<file path="src/rtl/sweep_decoder_pkg.sv">
// Shared constants for the sweep decoder: FSM state encoding, default
// parameters and the config-index width helper.
package sweep_decoder_pkg;

    localparam int DEF_SEL_W = 3;
    localparam int DEF_NUM_F = 3;
    localparam int DEF_DWELL = 50;

    typedef logic [1:0] state_t;

    localparam logic [1:0] ST_IDLE  = 2'd0;
    localparam logic [1:0] ST_SWEEP = 2'd1;
    localparam logic [1:0] ST_DONE  = 2'd2;

    // A single function still needs a 1-bit index port.
    function automatic int idx_width(input int n);
        return (n > 1) ? $clog2(n) : 1;
    endfunction

endpackage

</file>
<file path="src/rtl/sweep_decoder_dwell_counter.sv">
// Dwell timer for the sweep: counts held cycles of the current select and
// flags the last one. Clearing restarts the hold period.
module dwell_counter #(
    parameter int WIDTH = 6,
    parameter int TERM  = 49
) (
    input  logic clk,
    input  logic rst_n,
    input  logic clear,
    input  logic enable,
    output logic tc
);

    localparam logic [WIDTH-1:0] TC_VAL = WIDTH'(TERM);

    logic [WIDTH-1:0] cnt_q;

    always_ff @(posedge clk or negedge rst_n) begin
        if (!rst_n) begin
            cnt_q <= '0;
        end else if (clear) begin
            cnt_q <= '0;
        end else if (enable) begin
            cnt_q <= cnt_q + WIDTH'(1);
        end
    end

    assign tc = enable && (cnt_q == TC_VAL);

endmodule

</file>
<file path="src/rtl/sweep_decoder.sv">
// Select decoder with programmable Boolean function outputs, driven either
// directly or by an automatic dwell-timed sweep over every select value.
//
// state    | meaning
// ---------+----------------------------------------------------------
// ST_IDLE  | mode sampled; direct decode or sweep start accepted
// ST_SWEEP | stepping select 0..max, each held DWELL cycles
// ST_DONE  | one-cycle completion pulse, outputs hold last value
module sweep_decoder
    import sweep_decoder_pkg::*;
#(
    parameter int SEL_W = DEF_SEL_W,
    parameter int NUM_F = DEF_NUM_F,
    parameter int DWELL = DEF_DWELL
) (
    input  logic                          clk,
    input  logic                          rst_n,
    input  logic                          mode,
    input  logic [SEL_W-1:0]              s_in,
    input  logic                          s_valid,
    input  logic                          start,
    input  logic                          cfg_we,
    input  logic [idx_width(NUM_F)-1:0]   cfg_idx,
    input  logic [2**SEL_W-1:0]           cfg_mask,
    output logic [2**SEL_W-1:0]           onehot_out,
    output logic [NUM_F-1:0]              f_out,
    output logic [SEL_W-1:0]              sel_out,
    output logic                          out_valid,
    output logic                          busy,
    output logic                          done
);

    localparam int NUM_OUT = 2**SEL_W;
    localparam int IDX_W   = idx_width(NUM_F);
    localparam int CNT_W   = $clog2(DWELL + 1);

    state_t             state_q, state_d;
    logic [SEL_W-1:0]   sel_d;
    logic               apply;
    logic               dwell_tc;
    logic               dwell_clear;
    logic [NUM_OUT-1:0] onehot_d;
    logic [NUM_F-1:0]   f_d;
    logic [NUM_OUT-1:0] mask_q [NUM_F];

    dwell_counter #(
        .WIDTH (CNT_W),
        .TERM  (DWELL - 1)
    ) u_dwell (
        .clk    (clk),
        .rst_n  (rst_n),
        .clear  (dwell_clear),
        .enable (state_q == ST_SWEEP),
        .tc     (dwell_tc)
    );

    // Counter sits at zero outside SWEEP and restarts on each step.
    assign dwell_clear = (state_q != ST_SWEEP) || dwell_tc;

    always_comb begin
        state_d = state_q;
        sel_d   = sel_out;
        apply   = 1'b0;
        case (state_q)
            ST_IDLE: begin
                if (!mode && s_valid) begin
                    sel_d = s_in;
                    apply = 1'b1;
                end else if (mode && start) begin
                    sel_d   = '0;
                    apply   = 1'b1;
                    state_d = ST_SWEEP;
                end
            end
            ST_SWEEP: begin
                if (dwell_tc) begin
                    if (sel_out == {SEL_W{1'b1}}) begin
                        state_d = ST_DONE;
                    end else begin
                        sel_d = sel_out + SEL_W'(1);
                        apply = 1'b1;
                    end
                end
            end
            ST_DONE: begin
                state_d = ST_IDLE;
            end
            default: begin
                state_d = ST_IDLE;
            end
        endcase
    end

    // Functions read the masks as they stand before this edge's write.
    always_comb begin
        onehot_d = NUM_OUT'(1) << sel_d;
        f_d      = '0;
        for (int i = 0; i < NUM_F; i++) begin
            f_d[i] = mask_q[i][sel_d];
        end
    end

    always_ff @(posedge clk or negedge rst_n) begin
        if (!rst_n) begin
            state_q    <= ST_IDLE;
            sel_out    <= '0;
            onehot_out <= '0;
            f_out      <= '0;
            out_valid  <= 1'b0;
            busy       <= 1'b0;
            done       <= 1'b0;
        end else begin
            state_q   <= state_d;
            out_valid <= apply;
            busy      <= (state_d == ST_SWEEP);
            done      <= (state_d == ST_DONE);
            if (apply) begin
                sel_out    <= sel_d;
                onehot_out <= onehot_d;
                f_out      <= f_d;
            end
        end
    end

    always_ff @(posedge clk or negedge rst_n) begin
        if (!rst_n) begin
            for (int i = 0; i < NUM_F; i++) begin
                mask_q[i] <= '0;
            end
        end else if (cfg_we) begin
            for (int i = 0; i < NUM_F; i++) begin
                if (cfg_idx == IDX_W'(i)) begin
                    mask_q[i] <= cfg_mask;
                end
            end
        end
    end

endmodule

</file>
<file path="config.mk">
export PLATFORM = sky130hd
export DESIGN_NAME = sweep_decoder
export DESIGN_NICKNAME = d
export VERILOG_FILES = /design/src/rtl/sweep_decoder_pkg.sv /design/src/rtl/sweep_decoder_dwell_counter.sv /design/src/rtl/sweep_decoder.sv
export SDC_FILE = /design/constraint.sdc
export NUM_CORES = 1
export LEC_CHECK = 0
export CAP_MARGIN = 10
export CORE_UTILIZATION = 45
export DETAILED_ROUTE_END_ITERATION = 7
export PLACE_DENSITY = 0.68
export RECOVER_POWER = 100
export SLEW_MARGIN = 0
export SYNTH_ARGS = -nofsm -noshare
export SYNTH_HDL_FRONTEND = slang
export SYNTH_SLANG_ARGS = --single-unit
</file>
<file path="constraint.sdc">
create_clock -name clk -period 8 [get_ports clk]
set_clock_uncertainty 0.1 [all_clocks]
set_input_delay 2 -clock clk [delete_from_list [all_inputs] [get_ports clk]]
set_output_delay 2 -clock clk [all_outputs]
set_load 0.005 [all_outputs]
</file>
==> flow_summary_export.csv, run 1 <==
group,metric,value,unit
synthesis,synth-async-reset-ratio,100,%
run,maxCapViolCount,2,
route,routed.top_layer,"met4",
setup_path,cp.arrival,5530,ps
pwr,sw_frac_of_total,32.0,%
pwr,power.internal,0.512,mW
clocking,htree_levels,2,
sta,whs,375,ps
pwr,pwr-share-seq,47.6,%
place,placed_cells,286,
floorplan,die_x,73.2,um
layout,post-route-cell-area,2750,sq um
hold_path,min_path_type,"register to register",
setup_path,rr_startpoint,"u_dwell.cnt_q[1]",
pwr,vdd_ir_drop_max,0.000145,V
sta,fin_crit_sh,67.9,%
grt,grt_pass1_wl,7.17,mm
clocking,cts_tree,"done",
setup_path,reg2reg_to,"f_out[2]",
sta,finalSetupViolCount,0,
run_status,status,"finished with violations",
floorplan,initial_core_util,47.4,%
sta,final.min_clock_period,5430,ps
synthesis,synthCells,191,
layout,drive_gt1_share,14.9,%
clocking,cts_hold_repair.buffers,0,
clocking,cts_max_path_buffers,2,
floorplan,core_area,4820,sq um
sta,max_clock_freq,0.184,GHz
route,vias,1590,
pwr,power,0.752,mW
synthesis,synth.distinct_cells,39,
pwr,pwr_density_cell,274,nW/um^2
floorplan,die_y,73.2,um
sta,hold_viol,0,
floorplan,dieArea,5360,sq um
route,drtIter0Drc,49,
clocking,cts_root_buffer,"clkbuf_8",
layout,instances_no_fill,295,
sta,relSlewSlack,-29.6,%
synthesis,synth_edf_count,0,
setup_path,worstRegToRegCells,8,
layout,diodes,0,
route,viasPerCell,5.39,
clocking,numCtsBuffers,5,
clocking,clk_latency,300,ps
sta,finalSetupTns,0,ps
floorplan,rows,25,
grt,grt_pass1_vias,1518,
run_status,violations,"capacitance limit, slew limit",
pwr,switching_power,0.241,mW
layout,synthToLayoutAreaGrowth,20.4,%
sta,rsz0062_at_grt,"no",
sta,worst_slew_pin_slew,1930,ps
pwr,clkPwrFrac,19.5,%
setup_path,crit_start,"mode",
floorplan,ios,36,
clocking,clkSlewWorstSetupHoldPaths,80,ps
setup_path,ff2ff_setup_slack,4150,ps
pwr,power_leakage,1.16,nW
place,pre_cts_slack,3240,ps
sta,setup_ws,2570,ps
synthesis,synth_fp_nets,213,
route,routed_wirelength,4.30,mm
setup_path,critPathMaxFanout,14,
setup_path,start_kind,"input pin",
synthesis,ys_ff_latch,49,
clocking,cts.repair.resized,0,
place,place_area,2680,sq um
layout,fin_nets,250,
setup_path,cp-endpoint,"f_out[2]",
setup_path,crit_path_end_kind,"register",
clocking,cts_sinks,49,
synthesis,syn_area,2280,sq um
synthesis,syn_area_per_cell,12.0,sq um
setup_path,crit_type,"input pin to register",
place,numPortBuffers,35,
route,drc,0,
sta,slew_violations,52,
route,routedWlPerCell,14.6,um
clocking,cts_setup_buffers,0,
route,wl_met2,2.16,mm
route,wl_met1,1.96,mm
layout,utilization,57.1,%
synthesis,ys.warnings.count,0,
grt,track_usage,17.8,%
grt,grt_antenna_before_repair,0,
route,wl_met3,128,um
place,hpwl,3.11,mm
synthesis,ys_seq_area_share,53.7,%
route,drtPass1Iterations,4,
synthesis,synth_ff_type,"dfrtp_1",
setup_path,cp_data_required_time,8090,ps
grt,grt_max_degree,50,
grt,overflow,0,
route,drtAntennaViolNets,0,
pwr,p_comb_share,32.9,%
place,place_congestion,0.865,
==> Yosys cell counts (all sizes together), types with 4 or more instances <==
master	count	area share [%]
dfrtp	49	54
mux2	25	12
nand2	21	3.5
nor2	14	2.3
mux2i	12	5.3
nand4	5	1.4
nor3	5	1.1
clkbuf	4	0.66
nand3	4	0.88
==> flip-flops by register name, indices dropped and copies added, names as in the netlist <==
name,flops
u_dwell.cnt_q,6
mask_q,24
busy,1
sel_out,3
out_valid,1
f_out,3
onehot_out,8
done,1
state_q,2
==> how the worst min path moves through the flow <==
stage / startpoint / to / cells past startpoint
floorplan: u_dwell.cnt_q[0] / u_dwell.cnt_q[0] / 1
global placement: onehot_out[1] / onehot_out[1] / 2
detailed placement: onehot_out[1] / onehot_out[1] / 2
CTS: onehot_out[1] / onehot_out[1] / 2
global route: onehot_out[1] / onehot_out[1] / 2
finish: onehot_out[1] / onehot_out[1] / 2
==> metal layers <==
layer	vias to the layer above	global-route usage (%)
met4	0	7.19
met2	27	29.9
met5	-	0
li1	763	-
met1	795	22.6
met3	5	3.31
==> power groups by stage <==
| stage | Clock, mW | Sequential (mW) | Combinational (mW) |
|---|---|---|---|
| 6_report | 0.147 | 0.358 | 0.247 |
| 5_1_grt | 0.159 | 0.369 | 0.275 |
| 4_1_cts | 0.149 | 0.360 | 0.266 |
| 3_5_place_dp | 0 | 0.365 | 0.266 |
| 3_3_place_gp | 0 | 0.364 | 0.260 |
| 2_1_floorplan | 0 | 0.353 | 0.179 |
==> critical path, stage by stage <==
cell           delay [ps]
dlygate4sd3_1         600
nor4b_1               530
a21oi_1               140
a211oi_1             1540
nor3b_1               400
nand2_1               110
and4_1                200
==> cell families after synthesis <==
| group | Yosys count | synth area share, % |
|---|---|---|
| AOI/OAI and AO/OA | 19 | 6.47 |
| xor gates and xnor gates | 4 | 1.53 |
| adders and majority gates | 3 | 1.64 |
| buffers and inverters | 9 | 1.92 |
| DFF | 49 | 53.7 |
| muxes | 37 | 17.6 |
| and+or+nand+nor | 70 | 17.2 |
==> cell type report <==
cell class,instances,area (sq um)
Fill cell,447,2070
Sequential cell,49,1230
Multi-Input combinational cell,133,993
Timing Repair Buffer,37,352
Clock buffer,7,86.3
Tap cell,67,83.8
Inverter,2,7.51
==> cell usage in the layout, fill, tap and decap left out, types with 3 or more instances in the layout <==
master,instances
mux2_2,24
nand3_1,4
clkbuf_8,6
nor2_1,14
clkdlybuf4s50_1,15
nor3b_1,3
and4_1,3
nand3b_1,3
nand2_1,21
dfrtp_1,49
clkbuf_1,4
o21ai_0,3
ha_1,3
dlygate4sd3_1,19
a31oi_1,3
nand4_1,5
mux2i_1,12
nor3_1,5
Power figures use the tool's default switching activity.
==> run 2: changes to the inputs <==
- clock period: 8 -> 5.4 ns (I/O delays scaled with it)
==> run 2 against run 1 <==
Compared with the run above:
- the run still ends with capacitance limit, slew limit left
- worst hold slack better by 4.6 ps
- sequential share of layout area hardly changed
- register-to-register slack got worse by 1800 ps
- flip-flop and latch count unchanged
- clock power rose by 36%
- first-iteration DRC count increased by 24%
==> flow_summary_export.csv, run 2 (same netlist as run 1, synthesis figures left out) <==
group,metric,value,unit
run,maxCapViolCount,1,
route,routedWlPerCell,14.5,um
layout,final_common_cell,"dfrtp_1",
route,drtPass1Iterations,4,
setup_path,cp_data_required_time,5490,ps
pwr,power_leakage,1.16,nW
floorplan,initial_core_util,47.4,%
route,wl_met1,1.94,mm
clocking,cts.repair.resized,0,
sta,setup_ws,1480,ps
grt,grt_pass1_wl,7.27,mm
place,pre_cts_slack,1310,ps
route,drtAntennaViolNets,0,
place,placed_cells,286,
sta,worst_slew_pin_slew,2500,ps
layout,top_register,"mask_q",
grt,overflow,0,
sta,finalSetupViolCount,0,
grt,grt_max_degree,50,
setup_path,start_kind,"input pin",
layout,utilization,57.1,%
grt,grt_pass1_vias,1532,
sta,relSlewSlack,-66.9,%
route,wl_met2,2.11,mm
layout,drive_gt1_share,15.9,%
pwr,vdd_ir_drop_max,0.000210,V
place,place_congestion,0.867,
setup_path,cp.arrival,4010,ps
clocking,cts_root_buffer,"clkbuf_8",
floorplan,ios,36,
layout,reg.largest.list,"mask_q x24, onehot_out x8, u_dwell.cnt_q x6",
layout,instances_no_fill,293,
grt,track_usage,17.9,%
clocking,cts_hold_repair.buffers,0,
layout,mostFrequentLayoutCells,"dfrtp_1, mux2_2, nand2_1, dlygate4sd3_1, clkdlybuf4s50_1",
sta,fin_crit_sh,72.6,%
layout,fillers,441,
floorplan,core_area,4820,sq um
floorplan,dieArea,5360,sq um
floorplan,rows,25,
setup_path,critPathSlowestCell,"a211oi_4",
layout,fin_nets,249,
sta,finalSetupTns,0,ps
route,viasPerCell,5.31,
clocking,clkSlewWorstSetupHoldPaths,80,ps
sta,final.min_clock_period,3920,ps
layout,register_area,1230,sq um
route,routed.top_layer,"met4",
clocking,cts_tree,"done",
setup_path,critPathMaxFanout,14,
sta,max_clock_freq,0.255,GHz
setup_path,crit_chain,"dlygate4sd3_1 -> nor4b_1 -> a21oi_1 -> a211oi_4 -> nor3b_2 -> nand2_1 -> and4_1",
sta,slew_violations,50,
sta,whs,380,ps
run_status,violations,"capacitance limit, slew limit",
hold_path,hold_start,"onehot_out[3]",
sta,rsz0062_at_grt,"no",
pwr,pwr_density_cell,402,nW/um^2
route,wl_met3,140,um
clocking,htree_levels,2,
setup_path,cp_slowest_stage_delay,700,ps
clocking,numCtsBuffers,5,
setup_path,crit_start,"mode",
clocking,cts_setup_buffers,0,
setup_path,rr_startpoint,"u_dwell.cnt_q[1]",
sta,hold_viol,0,
route,drc,0,
layout,diodes,0,
place,hpwl,3.08,mm
clocking,cts_sinks,49,
clocking,clk_latency,300,ps
route,vias,1556,
setup_path,crit_type,"input pin to register",
floorplan,die_y,73.2,um
place,numPortBuffers,35,
layout,multi_input_area,1010,sq um
setup_path,ff2ff_setup_slack,2400,ps
hold_path,min_path_type,"register to register",
route,routed_wirelength,4.26,mm
layout,largest_reg_flops,24,
setup_path,crit_path_end_kind,"register",
route,drtIter0Drc,61,
run_status,status,"finished with violations",
grt,grt_antenna_before_repair,0,
layout,synthToLayoutAreaGrowth,20.4,%
floorplan,die_x,73.2,um
clocking,cts_max_path_buffers,2,
[run 2: changes by cell type in the layout (fill, tap and decap cells not counted)]
cell and change:
clkbuf_1 -2, a211oi_1 -1, a211oi_4 +1, clkbuf_8 -1, clkinv_2 +1, nor3b_1 -1, nor3b_2 +1
[run 2: through the flow]
stage | area [sq um] | power [mW]
finish | 2750 | 1.11
global route | 2750 | 1.18
CTS | 2750 | 1.13
detailed placement | 2680 | 0.934
global placement | 2680 | 0.924
floorplan | 2280 | 0.787
[run 2: area by class of cell]
| class | count | share of cell area, % |
|---|---|---|
| flip-flops and latches | 49 | 44.6 |
| multi-input cells | 133 | 36.8 |
| inverters | 2 | 0.273 |
| clock buffers | 5 | 2.50 |
| well taps | 67 | 3.05 |
| repair buffers | 36 | 12.6 |
| clock inverters | 1 | 0.182 |
[run 2: metal layers]
metal	vias up	global-route usage, %
met4	0	6.10
met5	-	0
met3	6	4.14
met2	29	30.3
li1	757	-
met1	764	22.4
[run 2: critical path: cells and delay by family]
kind | cells | cell delay, ps
AND/OR/NAND/NOR | 4 | 1170
buffers and inverters | 1 | 600
AO/OA/AOI/OAI | 2 | 900
[run 2: worst paths after layout]
| kind | to | depth (start not counted) |
|---|---|---|
| setup / recovery | f_out[2] | 7 |
| max in group asynchronous | mask_q[23] | 1 |
| min in group asynchronous | u_dwell.cnt_q[0] | 1 |
| hold reg to reg | onehot_out[3] | 2 |
| hold / removal | onehot_out[3] | 2 |
| setup reg to reg | f_out[2] | 8 |
[run 2: where the power goes]
part / total, mW / switching, mW / internal (mW)
Sequential: 0.530 / 0.0710 / 0.459
Combinational: 0.375 / 0.174 / 0.201
Clock: 0.200 / 0.115 / 0.0855
Total: 1.11 / 0.360 / 0.745
==> run 3: changes to the inputs <==
- clock period: 5.4 -> 3.83 ns (I/O delays scaled with it)
==> run 3 against run 2 <==
Compared with the run above:
- the run still ends with capacitance limit, slew limit left
- largest cell class unchanged
- critical endpoint unchanged
- worst hold slack better by 6.0 ps
- core utilization up 1.3 points
- via count grew 1.7%
- largest power group unchanged
- flip-flop and latch count stayed put
==> flow_summary_export.csv, run 3 (same netlist as run 1, synthesis figures left out) <==
group,metric,value,unit
run_status,status,"finished with violations",
run_status,violations,"capacitance limit, slew limit",
place,place_area,2710,sq um
place,place_congestion,0.803,
grt,overflow,0,
pwr,power_leakage,1.19,nW
layout,mostFrequentLayoutCells,"dfrtp_1, mux2_2, nand2_1, dlygate4sd3_1, clkdlybuf4s50_1",
setup_path,critPathMaxFanout,9,
setup_path,cp_data_required_time,3920,ps
sta,slew_violations,50,
setup_path,start_kind,"input pin",
sta,hold_viol,0,
sta,rsz0062_at_grt,"no",
grt,grt_pass1_vias,1542,
floorplan,dieArea,5360,sq um
layout,synthToLayoutAreaGrowth,23.2,%
route,viasPerCell,5.29,
route,drtIter0Drc,80,
pwr,vdd_ir_drop_max,0.000286,V
run,maxCapViolCount,1,
layout,fin_nets,253,
sta,final.min_clock_period,3350,ps
hold_path,min_path_type,"register to register",
layout,reg.largest.list,"mask_q x24, onehot_out x8, u_dwell.cnt_q x6",
clocking,cts_root_buffer,"clkbuf_8",
layout,post-route-cell-area,2810,sq um
floorplan,core_area,4820,sq um
layout,largest_reg_flops,24,
clocking,clk_latency,300,ps
clocking,cts_sinks,49,
setup_path,crit_path_end_kind,"register",
setup_path,rr_startpoint,"u_dwell.cnt_q[1]",
clocking,cts.repair.resized,0,
grt,grt_pass1_wl,7.40,mm
route,routed_wirelength,4.28,mm
layout,diodes,0,
sta,max_clock_freq,0.299,GHz
route,vias,1583,
floorplan,die_y,73.2,um
clocking,cts_hold_repair.buffers,0,
route,drc,0,
setup_path,crit_start,"mode",
layout,top_register,"mask_q",
route,drtAntennaViolNets,0,
setup_path,ff2ff_setup_slack,1000,ps
clocking,numCtsBuffers,5,
pwr,pwr_density_cell,592,nW/um^2
sta,relSlewSlack,-73.1,%
layout,fillers,421,
sta,finalSetupTns,0,ps
setup_path,crit_type,"input pin to register",
clocking,cts_max_path_buffers,2,
setup_path,cp-endpoint,"f_out[2]",
clocking,clkSlewWorstSetupHoldPaths,90,ps
floorplan,rows,25,
floorplan,initial_core_util,47.4,%
layout,final_common_cell,"dfrtp_1",
sta,finalSetupViolCount,0,
clocking,cts_tree,"done",
route,drtPass1Iterations,4,
setup_path,cp.arrival,3440,ps
clocking,cts_setup_buffers,0,
floorplan,ios,36,
grt,track_usage,18.3,%
clocking,htree_levels,2,
sta,fin_crit_sh,87.4,%
setup_path,worstRegToRegCells,8,
grt,grt_max_degree,50,
place,hpwl,3.12,mm
grt,grt_antenna_before_repair,0,
floorplan,die_x,73.2,um
layout,drive_gt1_share,17.2,%
sta,worst_slew_pin_slew,2600,ps
route,routedWlPerCell,14.3,um
setup_path,reg2reg_to,"f_out[2]",
place,numPortBuffers,35,
run 3: layout make-up:
cell class	count	area (sq um)	share of cell area (%)
sequential	49	1230	43.6
timing repair buffer	40	374	13.3
inverter	2	7.51	0.267
clock buffer	7	86.3	3.07
clock inverter	1	30.0	1.07
tap	67	83.8	2.98
multi-input combinational	133	1010	35.7
run 3: critical path, cell delays in order:
cell	delay, ps
dlygate4sd3_1	600
nor4b_1	510
a21oi_1	200
a211oi_4	550
nor3b_1	360
nand2_1	70
and4_1	190
run 3: routing by layer:
layer / global-route usage, % / wire length [um]
met1: 24.5 / 1920
met2: 30.5 / 2170
met3: 4.56 / 154
met4: 3.27 / 31
met5: 0 / 0
run 3: how the worst min path moves through the flow:
stage / from / to / slack, ps / cells after the start
finish: onehot_out[5] / onehot_out[5] / 390 / 2
global route: onehot_out[1] / onehot_out[1] / 410 / 2
CTS: onehot_out[5] / onehot_out[5] / 400 / 2
detailed placement: onehot_out[5] / onehot_out[5] / 380 / 2
global placement: onehot_out[5] / onehot_out[5] / 370 / 2
floorplan: u_dwell.cnt_q[0] / u_dwell.cnt_q[0] / 350 / 1
run 3: report_power, final:
group          switching (mW)  internal (mW)  total (mW)  leakage (nW)
logic                   0.247          0.299       0.546         0.539
clock network           0.163          0.213       0.376        0.0585
registers              0.0981          0.647       0.745         0.595
run 3: stage by stage:
stage	worst slack, ps	cells	util, %	power [mW]	hold slack [ps]
2_1_floorplan	1050	191	-	1.11	353
3_3_place_gp	371	291	56.3	1.33	369
3_5_place_dp	328	291	56.3	1.34	375
5_1_grt	226	299	58.4	1.79	412
6_report	482	299	58.4	1.67	386
4_1_cts	632	299	58.8	1.72	396
